<file path="src/rtl/axi4_lite_slave_regfile_if.sv">
// AXI4-Lite bus bundle between a master and the register-file slave.
// Signal names follow the slave's point of view.
interface axi4_lite_slave_regfile_if #(
    parameter int ADDR_W = 12,
    parameter int DATA_W = 32
);
    logic [ADDR_W-1:0]   awaddr_slave_input;
    logic [2:0]          awprot_slave_input;
    logic                awvalid_slave_input;
    logic                awready_slave_output;
    logic [DATA_W-1:0]   wdata_slave_input;
    logic [DATA_W/8-1:0] wstrb_slave_input;
    logic                wvalid_slave_input;
    logic                wready_slave_output;
    logic [1:0]          bresp_slave_output;
    logic                bvalid_slave_output;
    logic                bready_slave_input;
    logic [ADDR_W-1:0]   araddr_slave_input;
    logic [2:0]          arprot_slave_input;
    logic                arvalid_slave_input;
    logic                arready_slave_output;
    logic [DATA_W-1:0]   rdata_slave_output;
    logic [1:0]          rresp_slave_output;
    logic                rvalid_slave_output;
    logic                rready_slave_input;

    modport slave (
        input  awaddr_slave_input, awprot_slave_input,
        input  awvalid_slave_input,
        output awready_slave_output,
        input  wdata_slave_input, wstrb_slave_input,
        input  wvalid_slave_input,
        output wready_slave_output,
        output bresp_slave_output, bvalid_slave_output,
        input  bready_slave_input,
        input  araddr_slave_input, arprot_slave_input,
        input  arvalid_slave_input,
        output arready_slave_output,
        output rdata_slave_output, rresp_slave_output,
        output rvalid_slave_output,
        input  rready_slave_input
    );

    modport master (
        output awaddr_slave_input, awprot_slave_input,
        output awvalid_slave_input,
        input  awready_slave_output,
        output wdata_slave_input, wstrb_slave_input,
        output wvalid_slave_input,
        input  wready_slave_output,
        input  bresp_slave_output, bvalid_slave_output,
        output bready_slave_input,
        output araddr_slave_input, arprot_slave_input,
        output arvalid_slave_input,
        input  arready_slave_output,
        input  rdata_slave_output, rresp_slave_output,
        input  rvalid_slave_output,
        output rready_slave_input
    );
endinterface

</file>
<file path="src/rtl/axi4_lite_slave_regfile.sv">
// AXI4-Lite slave with a byte-strobed register file.
// Define AXIL_SLAVE_PROT_CHECK_EN to reject unprivileged accesses.
module axi4_lite_slave_regfile #(
    parameter int DATA_W   = 32,
    parameter int ADDR_W   = 12,
    parameter int NUM_REGS = 16
) (
    input  logic                       clk,
    input  logic                       reset,
    axi4_lite_slave_regfile_if.slave   bus,
    output logic [NUM_REGS*DATA_W-1:0] regs_flat_output
);
    localparam int STRB_W = DATA_W / 8;
    localparam int LSB    = $clog2(STRB_W);
    localparam int IDX_W  = ADDR_W - LSB;
    localparam logic [IDX_W:0] NREGS = (IDX_W+1)'(NUM_REGS);

    typedef enum logic { WR_IDLE, WR_RESP } wr_state_e;
    typedef enum logic { RD_IDLE, RD_DATA } rd_state_e;

    wr_state_e wr_state_q, wr_state_d;
    rd_state_e rd_state_q, rd_state_d;
    logic en_q;
    logic aw_held_q, aw_held_d, w_held_q, w_held_d;
    logic [ADDR_W-1:0] awaddr_q;
    logic [2:0]        awprot_q;
    logic [DATA_W-1:0] wdata_q;
    logic [STRB_W-1:0] wstrb_q;
    logic [1:0]        bresp_q, rresp_q;
    logic [DATA_W-1:0] rdata_q;
    logic [DATA_W-1:0] regs_q [NUM_REGS];

    logic awready, wready, bvalid, arready, rvalid;
    logic aw_hs, w_hs, ar_hs, commit;
    logic [ADDR_W-1:0] aw_addr;
    logic [2:0]        aw_prot;
    logic [DATA_W-1:0] w_data;
    logic [STRB_W-1:0] w_strb;
    logic [IDX_W-1:0]  wr_idx, rd_idx;
    logic wr_err, rd_err;
    logic [DATA_W-1:0] rd_val;
    logic unused_bits;

    // Channel data comes from the holding register once captured
    assign aw_addr = aw_held_q ? awaddr_q : bus.awaddr_slave_input;
    assign aw_prot = aw_held_q ? awprot_q : bus.awprot_slave_input;
    assign w_data  = w_held_q  ? wdata_q  : bus.wdata_slave_input;
    assign w_strb  = w_held_q  ? wstrb_q  : bus.wstrb_slave_input;

    assign wr_idx = aw_addr[ADDR_W-1:LSB];
    assign rd_idx = bus.araddr_slave_input[ADDR_W-1:LSB];

`ifdef AXIL_SLAVE_PROT_CHECK_EN
    assign wr_err = ({1'b0, wr_idx} >= NREGS) || !aw_prot[0];
    assign rd_err = ({1'b0, rd_idx} >= NREGS)
                 || !bus.arprot_slave_input[0];
`else
    assign wr_err = ({1'b0, wr_idx} >= NREGS);
    assign rd_err = ({1'b0, rd_idx} >= NREGS);
`endif

    assign unused_bits = ^{aw_prot, bus.arprot_slave_input,
                           aw_addr[LSB-1:0],
                           bus.araddr_slave_input[LSB-1:0]};

    always_comb begin
        wr_state_d = wr_state_q;
        aw_held_d  = aw_held_q;
        w_held_d   = w_held_q;
        awready    = 1'b0;
        wready     = 1'b0;
        bvalid     = 1'b0;
        aw_hs      = 1'b0;
        w_hs       = 1'b0;
        commit     = 1'b0;
        unique case (wr_state_q)
            WR_IDLE: begin
                awready   = en_q && !aw_held_q;
                wready    = en_q && !w_held_q;
                aw_hs     = awready && bus.awvalid_slave_input;
                w_hs      = wready && bus.wvalid_slave_input;
                aw_held_d = aw_held_q | aw_hs;
                w_held_d  = w_held_q | w_hs;
                commit    = aw_held_d && w_held_d;
                if (commit) wr_state_d = WR_RESP;
            end
            WR_RESP: begin
                bvalid = 1'b1;
                if (bus.bready_slave_input) begin
                    aw_held_d  = 1'b0;
                    w_held_d   = 1'b0;
                    wr_state_d = WR_IDLE;
                end
            end
            default: wr_state_d = WR_IDLE;
        endcase
    end

    always_comb begin
        rd_state_d = rd_state_q;
        arready    = 1'b0;
        rvalid     = 1'b0;
        ar_hs      = 1'b0;
        unique case (rd_state_q)
            RD_IDLE: begin
                arready = en_q;
                ar_hs   = arready && bus.arvalid_slave_input;
                if (ar_hs) rd_state_d = RD_DATA;
            end
            RD_DATA: begin
                rvalid = 1'b1;
                if (bus.rready_slave_input) rd_state_d = RD_IDLE;
            end
            default: rd_state_d = RD_IDLE;
        endcase
    end

    always_comb begin
        rd_val = '0;
        for (int i = 0; i < NUM_REGS; i++)
            if (rd_idx == IDX_W'(i)) rd_val = regs_q[i];
    end

    always_ff @(posedge clk or negedge reset) begin
        if (!reset) begin
            wr_state_q <= WR_IDLE;
            rd_state_q <= RD_IDLE;
            en_q       <= 1'b0;
            aw_held_q  <= 1'b0;
            w_held_q   <= 1'b0;
            awaddr_q   <= '0;
            awprot_q   <= '0;
            wdata_q    <= '0;
            wstrb_q    <= '0;
            bresp_q    <= 2'b00;
            rresp_q    <= 2'b00;
            rdata_q    <= '0;
            for (int i = 0; i < NUM_REGS; i++) regs_q[i] <= '0;
        end else begin
            wr_state_q <= wr_state_d;
            rd_state_q <= rd_state_d;
            en_q       <= 1'b1;
            aw_held_q  <= aw_held_d;
            w_held_q   <= w_held_d;
            if (aw_hs) begin
                awaddr_q <= bus.awaddr_slave_input;
                awprot_q <= bus.awprot_slave_input;
            end
            if (w_hs) begin
                wdata_q <= bus.wdata_slave_input;
                wstrb_q <= bus.wstrb_slave_input;
            end
            if (commit) begin
                bresp_q <= wr_err ? 2'b10 : 2'b00;
                for (int i = 0; i < NUM_REGS; i++)
                    for (int b = 0; b < STRB_W; b++)
                        if (!wr_err && wr_idx == IDX_W'(i) && w_strb[b])
                            regs_q[i][b*8 +: 8] <= w_data[b*8 +: 8];
            end
            // Array read sees pre-commit contents on a same-edge write
            if (ar_hs) begin
                rdata_q <= rd_err ? '0 : rd_val;
                rresp_q <= rd_err ? 2'b10 : 2'b00;
            end
        end
    end

    for (genvar gi = 0; gi < NUM_REGS; gi++) begin : g_flat
        assign regs_flat_output[gi*DATA_W +: DATA_W] = regs_q[gi];
    end

    assign bus.awready_slave_output = awready;
    assign bus.wready_slave_output  = wready;
    assign bus.bvalid_slave_output  = bvalid;
    assign bus.bresp_slave_output   = bresp_q;
    assign bus.arready_slave_output = arready;
    assign bus.rvalid_slave_output  = rvalid;
    assign bus.rdata_slave_output   = rdata_q;
    assign bus.rresp_slave_output   = rresp_q;
endmodule

</file>
<file path="src/flat_wrapper.sv">
// flat-port wrapper written by rule: the top's interface ports become plain ports
module axi4_lite_slave_regfile_flat 
#(
    parameter int DATA_W   = 32,
    parameter int ADDR_W   = 12,
    parameter int NUM_REGS = 16
)
  (clk, reset, regs_flat_output, bus_awaddr_slave_input, bus_awprot_slave_input, bus_awvalid_slave_input, bus_awready_slave_output, bus_wdata_slave_input, bus_wstrb_slave_input, bus_wvalid_slave_input, bus_wready_slave_output, bus_bresp_slave_output, bus_bvalid_slave_output, bus_bready_slave_input, bus_araddr_slave_input, bus_arprot_slave_input, bus_arvalid_slave_input, bus_arready_slave_output, bus_rdata_slave_output, bus_rresp_slave_output, bus_rvalid_slave_output, bus_rready_slave_input);
  axi4_lite_slave_regfile_if #(.ADDR_W(ADDR_W), .DATA_W(DATA_W)) bus_i ();
  input  logic clk;
  input  logic reset;
  output logic [NUM_REGS*DATA_W-1:0] regs_flat_output;
  input wire logic [$bits(bus_i.awaddr_slave_input)-1:0] bus_awaddr_slave_input;
  input wire logic [$bits(bus_i.awprot_slave_input)-1:0] bus_awprot_slave_input;
  input wire logic [$bits(bus_i.awvalid_slave_input)-1:0] bus_awvalid_slave_input;
  output wire logic [$bits(bus_i.awready_slave_output)-1:0] bus_awready_slave_output;
  input wire logic [$bits(bus_i.wdata_slave_input)-1:0] bus_wdata_slave_input;
  input wire logic [$bits(bus_i.wstrb_slave_input)-1:0] bus_wstrb_slave_input;
  input wire logic [$bits(bus_i.wvalid_slave_input)-1:0] bus_wvalid_slave_input;
  output wire logic [$bits(bus_i.wready_slave_output)-1:0] bus_wready_slave_output;
  output wire logic [$bits(bus_i.bresp_slave_output)-1:0] bus_bresp_slave_output;
  output wire logic [$bits(bus_i.bvalid_slave_output)-1:0] bus_bvalid_slave_output;
  input wire logic [$bits(bus_i.bready_slave_input)-1:0] bus_bready_slave_input;
  input wire logic [$bits(bus_i.araddr_slave_input)-1:0] bus_araddr_slave_input;
  input wire logic [$bits(bus_i.arprot_slave_input)-1:0] bus_arprot_slave_input;
  input wire logic [$bits(bus_i.arvalid_slave_input)-1:0] bus_arvalid_slave_input;
  output wire logic [$bits(bus_i.arready_slave_output)-1:0] bus_arready_slave_output;
  output wire logic [$bits(bus_i.rdata_slave_output)-1:0] bus_rdata_slave_output;
  output wire logic [$bits(bus_i.rresp_slave_output)-1:0] bus_rresp_slave_output;
  output wire logic [$bits(bus_i.rvalid_slave_output)-1:0] bus_rvalid_slave_output;
  input wire logic [$bits(bus_i.rready_slave_input)-1:0] bus_rready_slave_input;
  assign bus_i.awaddr_slave_input = bus_awaddr_slave_input;
  assign bus_i.awprot_slave_input = bus_awprot_slave_input;
  assign bus_i.awvalid_slave_input = bus_awvalid_slave_input;
  assign bus_awready_slave_output = bus_i.awready_slave_output;
  assign bus_i.wdata_slave_input = bus_wdata_slave_input;
  assign bus_i.wstrb_slave_input = bus_wstrb_slave_input;
  assign bus_i.wvalid_slave_input = bus_wvalid_slave_input;
  assign bus_wready_slave_output = bus_i.wready_slave_output;
  assign bus_bresp_slave_output = bus_i.bresp_slave_output;
  assign bus_bvalid_slave_output = bus_i.bvalid_slave_output;
  assign bus_i.bready_slave_input = bus_bready_slave_input;
  assign bus_i.araddr_slave_input = bus_araddr_slave_input;
  assign bus_i.arprot_slave_input = bus_arprot_slave_input;
  assign bus_i.arvalid_slave_input = bus_arvalid_slave_input;
  assign bus_arready_slave_output = bus_i.arready_slave_output;
  assign bus_rdata_slave_output = bus_i.rdata_slave_output;
  assign bus_rresp_slave_output = bus_i.rresp_slave_output;
  assign bus_rvalid_slave_output = bus_i.rvalid_slave_output;
  assign bus_i.rready_slave_input = bus_rready_slave_input;
  axi4_lite_slave_regfile #(.DATA_W(DATA_W), .ADDR_W(ADDR_W), .NUM_REGS(NUM_REGS)) u_core (.clk(clk), .reset(reset), .bus(bus_i), .regs_flat_output(regs_flat_output));
endmodule
</file>
<file path="config.mk">
export PLATFORM = sky130hd
export DESIGN_NAME = axi4_lite_slave_regfile_flat
export DESIGN_NICKNAME = d
export VERILOG_FILES = /design/src/rtl/axi4_lite_slave_regfile_if.sv /design/src/rtl/axi4_lite_slave_regfile.sv /design/src/flat_wrapper.sv
export SDC_FILE = /design/constraint.sdc
export NUM_CORES = 1
export LEC_CHECK = 0
export CAP_MARGIN = 0
export CORE_AREA = 2 2 244 246
export CTS_CLUSTER_SIZE = 30
export DETAILED_ROUTE_END_ITERATION = 6
export DIE_AREA = 0 0 246 248
export PLACE_DENSITY = 0.87
export SYNTH_ARGS = -nofsm -noshare
export SYNTH_HDL_FRONTEND = slang
export SYNTH_SLANG_ARGS = --single-unit
</file>
<file path="constraint.sdc">
create_clock -name clk -period 4.4 [get_ports clk]
set_input_delay 1.1 -clock clk [delete_from_list [all_inputs] [get_ports clk]]
set_output_delay 1.1 -clock clk [all_outputs]
set_load 0.01 [all_outputs]
</file>
After elaboration in Yosys (flattened, before gate mapping)
Index checks and enable logic that the tools add are counted.
{ "op_classes": {"reduce_logical": 155, "magnitude_cmp": 2, "n_eq_ne": 31, "mux": 40, "bitwise_logic": 4} }
{ "op_table": {"columns": ["cell", "count"], "rows": [
  ["$mux 32", 18],
  ["$eq 10x4->1 const B", 16],
  ["$reduce_and 2->1", 64],
  ["$logic_and 1x1->1", 86],
  ["$eq 10x3->1 const B", 8],
  ["$eq 10x2->1 const B", 4],
  ["$eq 10x1->1 const B", 2],
  ["$ge 10x5->1 const B", 2],
  ["$logic_not 10->1", 2],
  ["$mux 1", 14],
  ["$mux 12", 1],
  ["$pmux 1 s2", 4],
  ["$mux 2", 2],
  ["$mux 4", 1],
  ["$logic_not 1->1", 3],
  ["$ne 2x2->1 const B", 1],
  ["$not 1->1", 2],
  ["$or 1x1->1", 2]
]} }
{ "totals": {"word_cells": 307, "ff_bits": 601, "out_inout_bits": 553, "in_bits": 73} }

Longest topological paths before layout
Gate-level depths: netlist of the first run.
{ "logic_depth": {"depth_word": 18, "mapped_depth": 11, "ltp_nobuf": 6} }

Worst setup path before layout of the first run
No wires, ideal clock.
{ "synth_path": {"path_kind": "input-to-reg", "startpoint": "input port bus_araddr_slave_input[2]", "endpoint": "register u_core.rdata_q[27], in the netlist u_core.bus.rdata_slave_output[27]", "cell_stages": 9, "t_required_ns": 4.278, "slack_ns": 1.415, "arrival_time_ns": 2.864, "n_path_buf": 5, "setup_ns": 0.122, "path_cell_list": "buf_2 buf_2 buf_2 clkbuf_1 buf_1 a21oi_1 o21ai_0 nand3_1 a32o_1"} }
{ "synth_between": {"elab_chain_len": 18, "word_cells_on_any_way": 34, "cone_classes": "order compare (1); eq/ne (15); mux (17); reduce/logical (1)"} }
{ "synth_lines": {"columns": ["element", "line", "rtl"], "rows": [
  ["start, declared", "flat_wrapper.sv:24", "input wire logic [$bits(bus_i.araddr_slave_input)-1:0] bus_araddr_slave_input;"],
  ["$logic_not 10->1", "axi4_lite_slave_regfile.sv:121", "if (rd_idx == IDX_W'(i)) rd_val = regs_q[i];"],
  ["$mux 32 (16 in series)", "axi4_lite_slave_regfile.sv:121", null],
  ["$mux 32 *", "axi4_lite_slave_regfile.sv:162", "rdata_q <= rd_err ? '0 : rd_val;"],
  ["end signal, assigned", "axi4_lite_slave_regfile.sv:162", null],
  ["end, declared", "axi4_lite_slave_regfile.sv:30", "logic [DATA_W-1:0] rdata_q;"]
]} }
Every way passes the cells marked *; elsewhere a longest branch is shown, timed or not.
A chain may end at the register's enable or synchronous reset.

Final worst setup path of the first run
{ "layout_path": {"startpoint": "register u_core.w_held_q", "endpoint": "output port bus_wready_slave_output"} }
{ "layout_between": {"elab_chain_len": 3} }
{ "layout_lines": {"columns": ["element", "line", "rtl"], "rows": [
  ["start, declared", "axi4_lite_slave_regfile.sv:24", "logic aw_held_q, aw_held_d, w_held_q, w_held_d;"],
  ["start signal, assigned", "axi4_lite_slave_regfile.sv:144", "w_held_q <= w_held_d;"],
  ["$logic_not 1->1", "axi4_lite_slave_regfile.sv:79", "wready = en_q && !w_held_q;"],
  ["$logic_and 1x1->1", "axi4_lite_slave_regfile.sv:79", null],
  ["$mux 1", "axi4_lite_slave_regfile.sv:76", "unique case (wr_state_q)"],
  ["end, declared", "flat_wrapper.sv:20", "output wire logic [$bits(bus_i.wready_slave_output)-1:0] bus_wready_slave_output;"]
]} }
Every way passes these cells.

==> results of run 1 <==
## flip-flops by register name, indices dropped and copies added, names as in the netlist, 4 cells and up
signal                         flops
u_core.wdata_q                    32
u_core.regs_flat_output          512
u_core.bus.rdata_slave_output     32
u_core.wstrb_q                     4
u_core.awaddr_q                   10
## metal layers
layer	up-vias	global-route usage [%]
met4	4	29.1
met5	-	0
met1	12500	50.2
met2	1977	66.9
met3	617	13.9
li1	9662	-
## through the flow
stage	setup WS (ns)	util, %	power, µW	hold WS (ns)	std cells
global route	0.808	64.8	15200	0.522	3737
global placement	0.444	61.2	9200	0.467	3625
detailed placement	0.350	61.2	9330	0.488	3625
CTS	0.877	64.8	14700	0.502	3736
finish	0.885	64.8	14800	0.502	3739
floorplan	1.41	-	7860	0.472	2262
## report_power, final
part	leakage [µW]	internal, µW	switching (µW)
Combinational	0.00799	1080	1950
Clock	0.00104	3200	2280
Sequential	0.00821	5870	413
Total	0.0172	10200	4650
## cell families after synthesis
logic type | Yosys count | share of synthesized area [%]
and+or+nand+nor | 405 | 7.32
buffers and inverters | 159 | 2.31
muxes | 678 | 27.5
DFF | 597 | 53.0
AOI/OAI and AO/OA | 420 | 9.86
other | 2 | 0.0267
## worst reg2reg max path, cell delays in order (launching register included)
cell     delay [ns]
dfrtp_2        1.12
a21oi_1        0.07
or3_1          0.54
nor2_1         0.16
buf_4          0.29
nand2_2        0.34
mux2_1         0.42
## layout by cell type, fill, tap and decap left out, types with 9 or more instances in the layout
cell	Yosys	final
clkdlybuf4s50_1	0	608
dfrtp_1	597	596
mux2_2	550	550
nand2_1	113	112
o21ai_0	105	105
buf_4	5	103
a21oi_1	102	102
nor2_1	97	96
nand2_2	60	61
clkbuf_16	0	61
mux2i_1	60	60
mux2_1	52	52
o22ai_1	30	30
nor3_1	29	28
nand3_1	19	19
clkbuf_8	0	19
inv_1	17	17
nor2b_1	16	16
mux4_2	16	16
a211oi_1	15	15
a22oi_1	14	14
o221ai_1	14	14
buf_12	0	14
a221oi_1	13	13
o32ai_1	13	13
nor2_4	12	12
clkinv_2	0	11
a222oi_1	10	10
a32oi_1	9	9
nand2b_1	9	9
a31oi_1	9	9
clkbuf_1	97	9
## path summary, 6_finish.rpt
kind | slack, ns | depth (start not counted) | end | start
min reg2reg | 0.50 | 1 | u_core.bus.rdata_slave_output[5] | u_core.bus.rdata_slave_output[5]
max reg2reg | 1.34 | 6 | u_core.regs_flat_output[136] | u_core.w_held_q
max in group asynchronous | 2.79 | 2 | u_core.regs_flat_output[245] | reset
max | 0.89 | 2 | bus_wready_slave_output | u_core.w_held_q
min in group asynchronous | 0.56 | 1 | u_core.bus.rresp_slave_output[1] | reset
min | 0.50 | 1 | u_core.bus.rdata_slave_output[5] | u_core.bus.rdata_slave_output[5]
## layout make-up
class	count	share of cell area (%)
Sequential cell	597	39.4
Multi-Input combinational cell	1506	33.3
Timing Repair Buffer	730	19.0
Clock buffer	89	4.81
Tap cell	773	2.55
Clock inverter	22	0.727
Inverter	19	0.188
Antenna cell	3	0.0198
==> results.py, run 1 <==
metrics = {
    "yosys": {
        "synth_most_common_cell": "dfrtp_1",
        "synth_cell_types": 72,
        "yosysTopAreaCell": "dfrtp_1",
        "ys.flop_type": "dfrtp_1",
        "yosys_warnings": 0,
        "synthCells": 2261,
        "synth-seq-area-share_pct": 53.0,
        "synth-edff-count": 0,
        "async_reset_ff_share_pct": 100,
        "ys_ff_latch": 597,
        "avgSynthCellArea_um2": 12.5,
        "synth_area_leaders": "dfrtp_1 53%, mux2_2 22%, mux2i_1 2.1%, mux2_1 2.1%, o21ai_0 1.9%",
        "yosys.area.top_type_share_pct": 53.0,
        "netlist_area_um2": 28200,
        "synth.top_cells.by_count": "597 x dfrtp_1, 550 x mux2_2, 113 x nand2_1",
    },
    "route": {
        "drtPass1Iterations": 7,
        "remaining_drc_errors": 4,
        "vias_per_cell": 6.63,
        "first_iter_violations": 2810,
        "dr_wl_met2_um": 59700,
        "dr_wl_met3_um": 16100,
        "wl_um": 132000,
        "num_vias": 24800,
        "antenna_left": 0,
        "met1Wirelength_um": 45100,
        "wire_per_inst_um": 35.3,
        "highest_layer": "met5",
    },
    "grt": {
        "antenna_found_initial": 4,
        "grt_pass1_wl_um": 184000,
        "grt_max_degree": 113,
        "grt-ovfl-total": 0,
        "grt_pass1_vias": 25300,
        "track_usage_pct": 42.7,
    },
    "cts": {
        "cts_tree": "yes",
        "clock_sinks": 597,
        "cts_buffers": 61,
        "post_cts_buffers": 0,
        "cts.clk_slew.worst_paths_ns": 0.07,
        "cts_root_buf": "clkbuf_16",
        "ctsResizeCount": 0,
        "cts_max_level": 2,
        "cts_hold_buf": 0,
        "cts_buffer_depth": 3,
        "clk_latency_ns": 0.65,
    },
    "final_layout": {
        "design_area_um2": 37900,
        "nNetsFinal": 2988,
        "seq_area_um2": 14900,
        "area_growth_syn_to_layout_pct": 34.4,
        "drive_above_1_share_pct": 29.9,
        "multi_input_area_um2": 12600,
        "num-fill-cells": 4284,
    },
    "sta": {
        "fin_tns_setup_ns": 0,
        "rsz0062_at_grt": "false",
        "finalSetupViolCount": 0,
        "clock_skew_ns": 0.0281,
        "worst_slew_pin_slew_ns": 1.21,
        "relSlewSlack_pct": 19.1,
        "fin_crit_sh_pct": 79.9,
        "fin_crit_ns": 3.51,
        "finalMaxSlewViolations": 0,
        "fmax_ghz": 0.285,
        "hold_violations": 0,
    },
    "worst_setup_path": {
        "critPathBufInv": 1,
        "cp_max_fo": 40,
        "path_cells": "nor3b_1, clkdlybuf4s50_1",
        "crit_slowest_cell": "dfrtp_2",
        "cp_top_family": "flip-flops",
        "cp_data_arrival_time_ns": 2.41,
        "cp_slowest_stage_delay_ns": 1.12,
        "crit_type": "register to primary output",
        "required_ns": 3.30,
        "startpoint_type": "register",
        "cp-end-kind": "primary output",
    },
    "die": {
        "initial_utilization_pct": 48.2,
        "dieArea_um2": 61000,
        "io_pins": 626,
        "die_h_um": 248,
        "die_w_um": 246,
        "num_rows": 89,
        "coreArea_um2": 58500,
    },
    "place": {
        "hpwl_um": 95600,
        "place_area_um2": 35800,
        "gp_congestion": 0.957,
        "io_buffers": 613,
    },
    "run_status": {
        "status": "complete, but fails checks",
        "violations": "design-rule violations",
    },
    "run": {
        "cap_violations": 0,
    },
    "power": {
        "leakagePower_uw": 0.0172,
        "ir_worst_vdd_v": 0.000355,
        "powerDensity_nw_per_um2": 391,
    },
    "worst_hold_path": {
        "hp-class": "register to register",
    },
}
No activity file was read; power rests on OpenSTA's default activity.
==> run 2, diff against run 1 <==
--- a/config.mk
+++ b/config.mk
@@ -6,11 +6,11 @@
 export NUM_CORES = 1
 export LEC_CHECK = 0
 export CAP_MARGIN = 0
-export CORE_AREA = 2 2 244 246
+export CORE_AREA = 2 2 246 248
 export CTS_CLUSTER_SIZE = 30
 export DETAILED_ROUTE_END_ITERATION = 6
-export DIE_AREA = 0 0 246 248
-export PLACE_DENSITY = 0.87
+export DIE_AREA = 0 0 248 250
+export PLACE_DENSITY = 0.86
 export SYNTH_ARGS = -nofsm -noshare
 export SYNTH_HDL_FRONTEND = slang
 export SYNTH_SLANG_ARGS = --single-unit
==> constraint.sdc (replaced) <==
create_clock -name clk -period 3.5 [get_ports clk]
set_input_delay 0.875 -clock clk [delete_from_list [all_inputs] [get_ports clk]]
set_output_delay 0.875 -clock clk [all_outputs]
set_load 0.01 [all_outputs]
==> run 2 against run 1 <==
  * The run now ends clean
  * Largest cell class unchanged
  * Count of clock-buffer cells in the layout is 4 higher
  * Clock power is 19% higher
  * Critical path type unchanged
  * Critical path depth stayed put
  * Routed wire length is 0.51% lower
==> results.py, run 2 (synthesis results as in run 1) <==
metrics = {
    "cts": {
        "cts_buffer_depth": 3,
        "clock_sinks": 597,
        "cts_root_buf": "clkbuf_16",
        "cts_tree": "yes",
        "clk_latency_ns": 0.64,
        "cts.clk_slew.worst_paths_ns": 0.06,
        "ctsResizeCount": 0,
        "cts_buffers": 60,
        "cts_max_level": 2,
        "post_cts_buffers": 0,
        "cts_hold_buf": 0,
    },
    "sta": {
        "relSlewSlack_pct": 35.1,
        "fin_crit_sh_pct": 92.7,
        "rsz0062_at_grt": "false",
        "finalSetupViolCount": 0,
        "clock_skew_ns": 0.0237,
        "hold_violations": 0,
        "finalMaxSlewViolations": 0,
        "fin_crit_ns": 3.24,
        "worst_slew_pin_slew_ns": 0.973,
        "fmax_ghz": 0.308,
        "setup_slack_ns": 0.256,
    },
    "worst_setup_path": {
        "r2r-end": "u_core.regs_flat_output[222]",
        "cp_slowest_stage_delay_ns": 0.65,
        "r2r_start": "u_core.awaddr_q[9]",
        "required_ns": 2.62,
        "cp_top_family": "flip-flops",
        "cp_max_fo": 20,
        "crit_type": "register to primary output",
        "cp-end-kind": "primary output",
        "crit_slowest_cell": "dfrtp_1",
        "reg2reg_slack_ns": 0.35,
        "r2r_cells": 6,
        "path_cells": "nor3b_1, clkdlybuf4s50_1",
        "cp_data_arrival_time_ns": 2.37,
        "startpoint_type": "register",
        "critPathBufInv": 1,
    },
    "final_layout": {
        "largest_register_ffs": 512,
        "final_common_cell": "clkdlybuf4s50_1",
        "nNetsFinal": 3071,
        "drive_above_1_share_pct": 31.4,
        "area_growth_syn_to_layout_pct": 36.8,
        "mostFrequentLayoutCells": "608 x clkdlybuf4s50_1, 596 x dfrtp_1, 550 x mux2_2, 173 x buf_4, 112 x nand2_1",
        "num-fill-cells": 4425,
    },
    "power": {
        "powerDensity_nw_per_um2": 478,
        "ir_worst_vdd_v": 0.000422,
        "power_uw": 18400,
        "leakagePower_uw": 0.0176,
    },
    "place": {
        "place_ws_ns": -0.165,
        "gp_congestion": 0.968,
        "hpwl_um": 98400,
        "io_buffers": 613,
    },
    "route": {
        "antenna_left": 0,
        "wl_um": 131000,
        "first_iter_violations": 2689,
        "remaining_drc_errors": 0,
        "num_vias": 25100,
        "wire_per_inst_um": 34.3,
        "vias_per_cell": 6.55,
        "drtPass1Iterations": 6,
    },
    "grt": {
        "grt_pass1_wl_um": 186000,
        "track_usage_pct": 42.1,
        "grt_max_degree": 73,
        "antenna_found_initial": 4,
        "grt-ovfl-total": 0,
        "grt_pass1_vias": 25500,
    },
    "die": {
        "coreArea_um2": 59600,
        "num_rows": 90,
        "die_w_um": 248,
        "io_pins": 626,
        "initial_utilization_pct": 47.3,
        "die_h_um": 250,
        "dieArea_um2": 62000,
    },
    "run": {
        "cap_violations": 0,
    },
    "worst_hold_path": {
        "hp-class": "input pin to asynchronous set/reset pin",
    },
    "run_status": {
        "status": "completed",
    },
}
-- run 2: worst max path at each step --
| stage | from | end | slack, ns | depth (start not counted) |
|---|---|---|---|---|
| floorplan | bus_araddr_slave_input[2] | u_core.bus.rdata_slave_output[27] | 0.74 | 9 |
| global placement | bus_awaddr_slave_input[9] | u_core.regs_flat_output[219] | -0.15 | 8 |
| detailed placement | bus_awaddr_slave_input[9] | u_core.regs_flat_output[222] | -0.16 | 8 |
| CTS | u_core.aw_held_q | bus_awready_slave_output | 0.29 | 2 |
| global route | u_core.aw_held_q | bus_awready_slave_output | 0.14 | 2 |
| finish | u_core.aw_held_q | bus_awready_slave_output | 0.26 | 2 |
-- run 2: power breakdown --
part / switching [µW] / leakage, µW / internal (µW)
clock: 2790 / 0.000952 / 3750
combinational: 2580 / 0.00847 / 1430
sequential: 482 / 0.00821 / 7380
total: 5850 / 0.0176 / 12600
-- run 2: metrics by stage --
| step | instance area [µm²] | instances | util, % | hold slack [ns] | setup TNS [ns] |
|---|---|---|---|---|---|
| after floorplan | 28200 | 2262 | - | 0.472 | 0 |
| after global placement | 36600 | 3718 | 61.4 | 0.469 | -3.84 |
| after detailed placement | 36600 | 3718 | 61.4 | 0.470 | -4.48 |
| after CTS | 38500 | 3823 | 64.7 | 0.255 | 0 |
| after global routing | 38500 | 3825 | 64.7 | 0.280 | 0 |
| final | 38500 | 3830 | 64.7 | 0.235 | 0 |
-- run 2: final cells by class --
class	instances	area, µm²	share of cell area (%)
Antenna cell	7	17.5	0.0454
Clock buffer	93	1780	4.61
Clock inverter	12	166	0.432
Inverter	19	71.3	0.185
Multi-Input combinational cell	1506	12600	32.7
Sequential cell	597	14900	38.8
Tap cell	782	978	2.54
Timing Repair Buffer	814	7990	20.7
-- run 2: layer usage --
metal | track usage, % | part of all wire [%] | vias to the layer above
met5 | 0 | 0.0099 | -
met4 | 25.4 | 7.5 | 2
met3 | 12.0 | 11 | 541
met2 | 65.8 | 46 | 1980
met1 | 51.5 | 36 | 12700
li1 | - | - | 9849
-- run 2: worst register-to-register path, cell delays in order (launching register included) --
cell,delay [ns]
dfrtp_1,0.38
or4_1,0.61
nor4b_4,0.58
o21ai_2,0.23
nor2_2,0.48
nand2_2,0.36
mux2_2,0.38
